--- src/rtl/video_meter_pkg.sv ---
// Shared constants and types for the video timing meter: mode codes,
// reference line counts and the measurement FSM states.
package video_meter_pkg;

  localparam logic [1:0] MODE_NTSC15 = 2'd0;
  localparam logic [1:0] MODE_PAL15  = 2'd1;
  localparam logic [1:0] MODE_NTSC31 = 2'd2;
  localparam logic [1:0] MODE_PAL31  = 2'd3;

  localparam logic [31:0] LINES_NTSC15 = 32'd262;
  localparam logic [31:0] LINES_PAL15  = 32'd312;
  localparam logic [31:0] LINES_NTSC31 = 32'd524;
  localparam logic [31:0] LINES_PAL31  = 32'd624;

  typedef enum logic [1:0] {
    IDLE,
    MEASURE,
    LOCKED
  } state_t;

endpackage

--- src/rtl/video_edge_det.sv ---
// Rise/fall detector for one video timing signal, sampled only on pixel
// enables so sub-pixel glitches never register.
module video_edge_det (
  input  logic clk,
  input  logic reset,
  input  logic ce_pix,
  input  logic sig,
  output logic rise,
  output logic fall
);

  logic q;

  always_ff @(posedge clk or posedge reset) begin
    if (reset)       q <= 1'b0;
    else if (ce_pix) q <= sig;
  end

  assign rise = ce_pix & sig & ~q;
  assign fall = ce_pix & ~sig & q;

endmodule

--- src/rtl/video_timing_meter.sv ---
// Raster geometry, mode and luma measurement with frame-stability lock
// tracking for the common video bus.
module video_timing_meter
  import video_meter_pkg::*;
#(
  parameter int unsigned LOCK_FRAMES = 2,
  parameter int unsigned CW          = 11
) (
  input  logic          clk,
  input  logic          reset,
  input  logic          ce_pix,
  input  logic          HBlank,
  input  logic          HSync,
  input  logic          VBlank,
  input  logic          VSync,
  input  logic [7:0]    video,
  output logic [CW-1:0] h_total,
  output logic [CW-1:0] h_active,
  output logic [CW-1:0] hs_width,
  output logic [CW-1:0] v_total,
  output logic [CW-1:0] v_active,
  output logic [26:0]   luma_sum,
  output logic [1:0]    mode,
  output logic          mode_valid,
  output logic          locked,
  output logic          timeout,
  output logic          frame_stb
);

  localparam logic [3:0] LOCK_THR = 4'(LOCK_FRAMES - 1);

  logic hs_rise, hs_fall, vs_rise, vs_fall, hb_rise, hb_fall;
  logic unused_edges;

  video_edge_det u_hs (.clk(clk), .reset(reset), .ce_pix(ce_pix), .sig(HSync),  .rise(hs_rise), .fall(hs_fall));
  video_edge_det u_vs (.clk(clk), .reset(reset), .ce_pix(ce_pix), .sig(VSync),  .rise(vs_rise), .fall(vs_fall));
  video_edge_det u_hb (.clk(clk), .reset(reset), .ce_pix(ce_pix), .sig(HBlank), .rise(hb_rise), .fall(hb_fall));

  assign unused_edges = vs_fall ^ hb_rise ^ hb_fall;

  logic [CW-1:0] hcnt, hacnt, hswc, vline, vacnt;
  logic [CW-1:0] h_total_w, h_active_w, hs_width_w;
  logic [26:0]   luma_acc;
  logic          active_px, sat;

  // "_n" values fold in the current pixel, so a line ending on the vs_rise
  // pixel is already part of the frame being published.
  logic [CW-1:0] h_total_n, h_active_n, hs_width_n, v_total_n, v_active_n;
  logic [26:0]   luma_n;

  assign active_px  = ce_pix & ~HBlank & ~VBlank;
  assign h_total_n  = hs_rise ? ((&hcnt) ? hcnt : hcnt + 1'b1) : h_total_w;
  assign h_active_n = hs_rise ? hacnt : h_active_w;
  assign hs_width_n = hs_fall ? hswc : hs_width_w;
  assign v_total_n  = vline + {{(CW-1){1'b0}}, hs_rise};
  assign v_active_n = vacnt + {{(CW-1){1'b0}}, hs_rise & ~VBlank};
  assign luma_n     = luma_acc + (active_px ? {19'd0, video} : 27'd0);
  assign sat        = ce_pix & (((&hcnt) & ~hs_rise) | ((&vline) & hs_rise & ~vs_rise));

  always_ff @(posedge clk or posedge reset) begin
    if (reset) begin
      hcnt       <= '0;
      hacnt      <= '0;
      hswc       <= '0;
      vline      <= '0;
      vacnt      <= '0;
      h_total_w  <= '0;
      h_active_w <= '0;
      hs_width_w <= '0;
      luma_acc   <= '0;
    end else if (ce_pix) begin
      if (hs_rise) begin
        hcnt       <= '0;
        h_total_w  <= h_total_n;
        h_active_w <= hacnt;
        hacnt      <= {{(CW-1){1'b0}}, ~HBlank};
        hswc       <= {{(CW-1){1'b0}}, 1'b1};
      end else begin
        if (~&hcnt) hcnt <= hcnt + 1'b1;
        if (~HBlank && ~&hacnt) hacnt <= hacnt + 1'b1;
        if (HSync && ~&hswc) hswc <= hswc + 1'b1;
      end
      if (hs_fall) hs_width_w <= hswc;
      if (vs_rise) begin
        vline    <= '0;
        vacnt    <= '0;
        luma_acc <= '0;
      end else begin
        if (hs_rise && ~&vline) vline <= vline + 1'b1;
        if (hs_rise && ~VBlank && ~&vacnt) vacnt <= vacnt + 1'b1;
        luma_acc <= luma_n;
      end
    end
  end

  state_t     state, state_n;
  logic [3:0] stable_cnt, stable_n, stable_inc;
  logic       upd, tuple_match;

  assign tuple_match = ({h_total_n, h_active_n, v_total_n} == {h_total, h_active, v_total});
  assign stable_inc  = (&stable_cnt) ? stable_cnt : stable_cnt + 4'd1;

  always_comb begin
    state_n  = state;
    stable_n = stable_cnt;
    upd      = 1'b0;
    unique case (state)
      IDLE: if (vs_rise) state_n = MEASURE;
      MEASURE: if (vs_rise) begin
        upd = 1'b1;
        if (tuple_match) begin
          stable_n = stable_inc;
          if (stable_inc >= LOCK_THR) state_n = LOCKED;
        end else begin
          stable_n = '0;
        end
      end
      LOCKED: if (vs_rise) begin
        upd = 1'b1;
        if (!tuple_match) begin
          state_n  = MEASURE;
          stable_n = '0;
        end
      end
      default: state_n = IDLE;
    endcase
    if (sat) begin
      state_n  = MEASURE;
      stable_n = '0;
    end
  end

  logic [31:0] vt_ext;
  logic [1:0]  mode_dec;
  logic        dec_valid;

  assign vt_ext = 32'(v_total_n);

  always_comb begin
    mode_dec  = mode;
    dec_valid = 1'b1;
    case (vt_ext)
      LINES_NTSC15: mode_dec = MODE_NTSC15;
      LINES_PAL15:  mode_dec = MODE_PAL15;
      LINES_NTSC31: mode_dec = MODE_NTSC31;
      LINES_PAL31:  mode_dec = MODE_PAL31;
      default:      dec_valid = 1'b0;
    endcase
  end

  always_ff @(posedge clk or posedge reset) begin
    if (reset) begin
      state      <= IDLE;
      stable_cnt <= '0;
      h_total    <= '0;
      h_active   <= '0;
      hs_width   <= '0;
      v_total    <= '0;
      v_active   <= '0;
      luma_sum   <= '0;
      mode       <= '0;
      mode_valid <= 1'b0;
      timeout    <= 1'b0;
      frame_stb  <= 1'b0;
    end else begin
      state      <= state_n;
      stable_cnt <= stable_n;
      frame_stb  <= upd;
      if (sat) timeout <= 1'b1;
      if (upd) begin
        h_total    <= h_total_n;
        h_active   <= h_active_n;
        hs_width   <= hs_width_n;
        v_total    <= v_total_n;
        v_active   <= v_active_n;
        luma_sum   <= luma_n;
        mode       <= mode_dec;
        mode_valid <= dec_valid;
      end
    end
  end

  assign locked = (state == LOCKED);

endmodule
--- config.mk ---
export PLATFORM = sky130hd
export DESIGN_NAME = video_timing_meter
export DESIGN_NICKNAME = d
export VERILOG_FILES = /design/src/rtl/video_meter_pkg.sv /design/src/rtl/video_edge_det.sv /design/src/rtl/video_timing_meter.sv
export SDC_FILE = /design/constraint.sdc
export NUM_CORES = 1
export LEC_CHECK = 0
export ABC_CLOCK_PERIOD_IN_PS = 18400
export CAP_MARGIN = 15
export CORE_MARGIN = 5
export CORE_UTILIZATION = 55
export CTS_BUF_LIST = sky130_fd_sc_hd__clkbuf_4 sky130_fd_sc_hd__clkbuf_8
export CTS_CLUSTER_DIAMETER = 200
export CTS_CLUSTER_SIZE = 12
export DETAILED_ROUTE_END_ITERATION = 10
export HOLD_SLACK_MARGIN = 0.05
export PLACE_DENSITY_LB_ADDON = 0.3
export SYNTH_ARGS = -nofsm -noshare
export SYNTH_HDL_FRONTEND = slang
export SYNTH_SLANG_ARGS = --single-unit
--- constraint.sdc ---
create_clock -name clk -period 18.4 [get_ports clk]
set_clock_uncertainty 0.2 [all_clocks]
set_input_delay 1.84 -clock clk [delete_from_list [all_inputs] [get_ports clk]]
set_output_delay 1.84 -clock clk [all_outputs]
set_load 0.02 [all_outputs]
# Word level (Yosys, flattened, before mapping)
# Cells that the tools add are included.
# totals
ff_bits	210
word_cells	133
# op_classes
n_addsub	9
n_lt_le_gt_ge	1
n_eq_ne	13
n_mux	34
n_bitwise	21
reduce_logical	32
# op_table
op	n
$mux 11	13
$add 11x1->11 const B	5
$reduce_and 11->1	5
$eq 33x33->1	1
$add 27x8->27	1
$mux 27	1
$mux 4	6
$add 11x1->11	2
$eq 11x10->1 const B	2
$eq 11x9->1 const B	2
$ne 3x3->1 const B	5
$mux 2	7
$and 1x1->1	13
$reduce_and 2->1	6
$mux 8	1
$pmux 2 s4	1
$pmux 4 s2	1
$reduce_and 4->1	2
$reduce_bool 2->1	4
$not 1->1	7
$pmux 2 s3	1
$reduce_and 6->1	1
$logic_and 1x1->1	5
$add 4x1->4 const B	1
other kinds (12)	17

# Longest topological paths before layout
# depth
word_depth	8
ltp_mapped	17

# Hierarchy
# Synthesis repeated with hierarchy kept, for this count alone.
# unflattened
hier_cells	1247
area_unflattened_um2	11372.2
# by_module_without_submodules
mod	instances	cells_per_inst	area_per_inst_um2	seq_area_each_um2
video_timing_meter	1	1237	11244.5	5205.0
video_edge_det	2	5	63.8	25.0

# Worst setup path after synthesis
# OpenSTA, ideal clock, no wires.
# synth_path
path_type	in2reg
startpoint	input ce_pix
endpoint	register state[1]
setup_time_ps	125
arrival_time_ps	5482
setup_slack_ps	12593
cell_stages	17
path_buffers	5
path_cell_list	nand3b_4 clkinv_2 buf_6 clkbuf_1 clkbuf_1 buf_1 ha_1 ha_1 nand3_1 or2_0 clkbuf_1 xnor2_1 a2111oi_2 nand4_2 o31a_1 o31ai_4 mux2_4
# synth_via
elab_chain_len	8
word_cells_on_any_way	23
# synth_rtl
element	line	source
start, declared	video_timing_meter.sv:11	input logic ce_pix,
parallel branches: the longest is 8 deep, another holds $add 11x1->11	n/a	
end signal, assigned	video_timing_meter.sv:166	state <= state_n;
end, declared	video_timing_meter.sv:96	state_t state, state_n;
# Several ways; the timed one is not identified.
# A chain may end at the register's enable or synchronous reset.

# Final worst setup path
# Ends and elaborated chain as after synthesis.

==> results.md <==
* Worst-path cell chain: clkdlybuf4s50_1 -> buf_4 -> nand3b_4 -> clkinv_2 -> buf_4 -> ha_1 -> and4_1 -> a31oi_1 -> nor4_1 -> o2111ai_1 -> nor4_1 -> nand4_2 -> o31a_1 -> o31ai_4 -> mux2_4
* Area of all placed cells without fillers at 12,500 sq um
* Seq. cell area at 5260 sq um
* Number of buffers added by the clock tree synthesis step at 21
* Port bufs at 102
* Number of buffer and inverter stages on the critical path at 4
* CP Class: input port to flop
* FFs w/ async S/R, synth at 1.00
* Beginning of the worst hold path: mode_valid
* Leak pwr at 5.46 nW
* DRC marker count from the first detailed-route iteration at 572
* Routed via count at 8,683
* WL/cell at 16.7 um
* Max-slew headroom at the worst pin at 0.340
* Number of global-route vias before repair at 8,510
* Switching component of the power at 0.000480 W
* R2r endpoint: state[1]
* Crit path DAT at 6.37 ns
* Number of setup violations in the final report at 0
* Result of the run: complete, no violations
* Critical-path maximum fanout at 54
* Setup tns final at 0 ns
* Router iterations before antenna repair at 5
* Clock insertion delay at the later pin of the skew report at 0.54 ns
* Element type at the critical path end: flop
* Unrepaired setup endpoints after global routing: no
* Ratio of final minimum period to clock period at 0.334
* Cell at the root of the clock tree: clkbuf_8
* Max-cap violations at 0
* Internal power contribution at 0.000844 W
* Number of antenna-violating nets in the routed design at 0
* Avg Synthesized Cell Area at 9.32 sq um
* Syn Inst Count at 1,186
* Clock buffer depth at 3
* Deepest level of the CTS H-tree at 1
* Part of the Yosys area used for sequential elements at 0.475
* Area of the placeable core at 19,700 sq um
* Post-synth EDFFs at 0
* Hold Path Depth at 2
* GRT Residual Overflow at 0
* Worst R2R Path Depth at 13
* DRC violation count after routing at 0
* Antenna violations before repair at 0
* Fraction of final layout cells sized beyond drive strength 1 at 0.0629
* Detail Placement HPWL at 17,500 um
* Clk sinks at 210
* Die area at 23,000 sq um
* Detailed Route WL at 25,400 um
* Sequential share of power at 0.474
* Slowest cell on crit path: buf_4
* Die width at 152 um
* Max-slew violations at 0
* Pin count of the biggest net entering global routing at 148
* Synthesized flop and latch total at 210
* Via count normalized by instance count at 5.71
* Most common cell after layout, fill and taps aside: dfrtp_1
* Proportion of power drawn by the clock network at 0.195
* Startpoint kind of the worst setup timing path: input port
* # IOs at 103
* Clock slew seen by the registers of the worst setup and hold paths at 0.09 ns
* Post-Synthesis Net Count at 1,226
* Finished Core Util at 0.638
* CTS tree: done
* Vert. Die Dim at 152 um
* Starting density of the core at 0.563
* Top library cells by usage in the layout, fill and taps aside: 210 x dfrtp_1, 162 x nand2_1, 116 x nor2_1, 110 x o21ai_0, 102 x clkdlybuf4s50_1
* Required @ worst endpoint at 18.64 ns
* Gr usage total at 0.229
* Hold crit path type: flop to flop
* Beginning of the worst register-to-register path: u_hs.q
* Instance area after placement at 12,200 sq um
* Slew of the pin with the lowest slew margin at 0.990 ns
* Largest stage delay, worst path at 0.53 ns
* Count of hold buffers inserted by post-cts repair at 0
* R2R Setup Slk at 13.95 ns
* Wire length of the first global-routing pass at 42,800 um
* Worst Hold End: mode_valid
* Maximum ir drop on the vdd rail at 0.0000757 V
* Global placer's final weighted congestion at 0.911
* Flip-flop cell with the highest count after synthesis: dfrtp_1
* Multi-input combinational cell area at 5370 sq um
* Final period demand of the worst path at 6.14 ns
* Layout overhead on the synthesized area at 13.3%
* Diode insertion count for antenna repair at 0
* Dominant delay contributor by cell family on the critical path: simple AND/OR/NAND/NOR gates
* Netlist Area Pre-Place at 11,100 sq um
* Fill cell total of the finished layout at 1,683
* Warnings from Yosys at 0
* Switching part of the total power at 0.362
* Number of standard-cell rows in the floorplan at 51
* Count of distinct cell types in the synthesized netlist at 78
* Fmax at 163 MHz
* Power density cells at 106 nW/um^2
* Number of nets at the end of the flow at 1,296
* Post-CTS setup buffers at 0
* CTS resizes at 0
* Count of endpoints failing hold in the final timing report at 0
* Proportion of power drawn by combinational gates at 0.332
## area by class of cell
type | instances | share of cell area
Tap cell | 265 | 0.0265
Inverter | 50 | 0.0157
Multi-Input combinational cell | 864 | 0.428
Sequential cell | 210 | 0.419
Clock inverter | 2 | 0.00130
Clock buffer | 21 | 0.0231
Timing Repair Buffer | 109 | 0.0857
## per-layer routing
layer	part of all wire	wire [um]	vias up	track usage
met4	0.022	561	0	0.0629
met1	0.46	11800	4188	0.324
met5	0	0	-	0
met2	0.46	11800	214	0.372
li1	-	-	4243	-
met3	0.053	1350	38	0.0333
## worst min-delay path, delay by kind of cell (launching register included)
kind / cells / cell delay, ns
flops: 1 / 0.34
simple gates: 2 / 0.10
## worst max path at each step
stage / from / endpoint / slack, ns / depth (start not counted)
2_1_floorplan: reset / frame_stb / 10.62 / 1
3_3_place_gp: ce_pix / state[1] / 11.78 / 15
3_5_place_dp: ce_pix / state[1] / 11.72 / 15
4_1_cts: ce_pix / state[1] / 12.32 / 15
5_1_grt: ce_pix / state[1] / 11.91 / 15
6_report: ce_pix / state[1] / 12.26 / 15
## state kept, by name, indices dropped and copies added (netlist names), 2 cells and up
signal	cells
h_active	11
h_active_w	11
h_total	11
h_total_w	11
hacnt	11
hcnt	11
hs_width	11
hs_width_w	11
hswc	11
luma_acc	27
luma_sum	27
mode	2
stable_cnt	4
state	2
v_active	11
v_total	11
vacnt	11
vline	11
## power groups by stage
stage	Clock [W]	Sequential, W	Combinational [W]
final	0.000258	0.000627	0.000439
after CTS	0.000268	0.000626	0.000445
after global routing	0.000285	0.000640	0.000483
after floorplan	0	0.000666	0.000230
after detailed placement	0	0.000634	0.000444
after global placement	0	0.000633	0.000435
## Yosys cell counts, drive strengths merged (8+ instances only)
| cell | instances | share of area |
|---|---|---|
| clkbuf | 43 | 0.015 |
| mux2 | 25 | 0.026 |
| nand3 | 36 | 0.017 |
| nand4 | 24 | 0.015 |
| a31oi | 11 | 0.0062 |
| mux2i | 12 | 0.011 |
| and2 | 12 | 0.0068 |
| nand2 | 163 | 0.055 |
| buf | 19 | 0.0086 |
| nor2 | 119 | 0.041 |
| nor3 | 19 | 0.0086 |
| xor2 | 44 | 0.035 |
| o21ai | 112 | 0.051 |
| a21oi | 46 | 0.021 |
| o2bb2ai | 8 | 0.0063 |
| ha | 24 | 0.027 |
| xnor2 | 56 | 0.044 |
| dfrtp | 210 | 0.48 |
| or3 | 14 | 0.0079 |
| inv | 49 | 0.017 |
| and3 | 21 | 0.012 |
| o31ai | 13 | 0.010 |
| nand2b | 8 | 0.0045 |
## kinds of logic (layout without fill, tap and decap cells)
logic type | count (synthesis) | after routing | synth area share
simple gates | 443 | 443 | 0.187
compound gates | 258 | 258 | 0.150
flops | 210 | 210 | 0.475
buf+inv | 112 | 182 | 0.0403
xor+xnor | 101 | 101 | 0.0812
mux | 37 | 37 | 0.0373
fa+ha+maj | 25 | 25 | 0.0290
## through the flow
step	hold slack, ns	total power (W)	worst slack [ns]	std cells
floorplan	0.261	0.000896	10.62	1186
global placement	0.251	0.00107	11.78	1498
detailed placement	0.263	0.00108	11.72	1498
CTS	0.283	0.00134	12.32	1521
global route	0.300	0.00141	11.91	1521
finish	0.277	0.00132	12.26	1521
(Power assumes the default switching activity.)
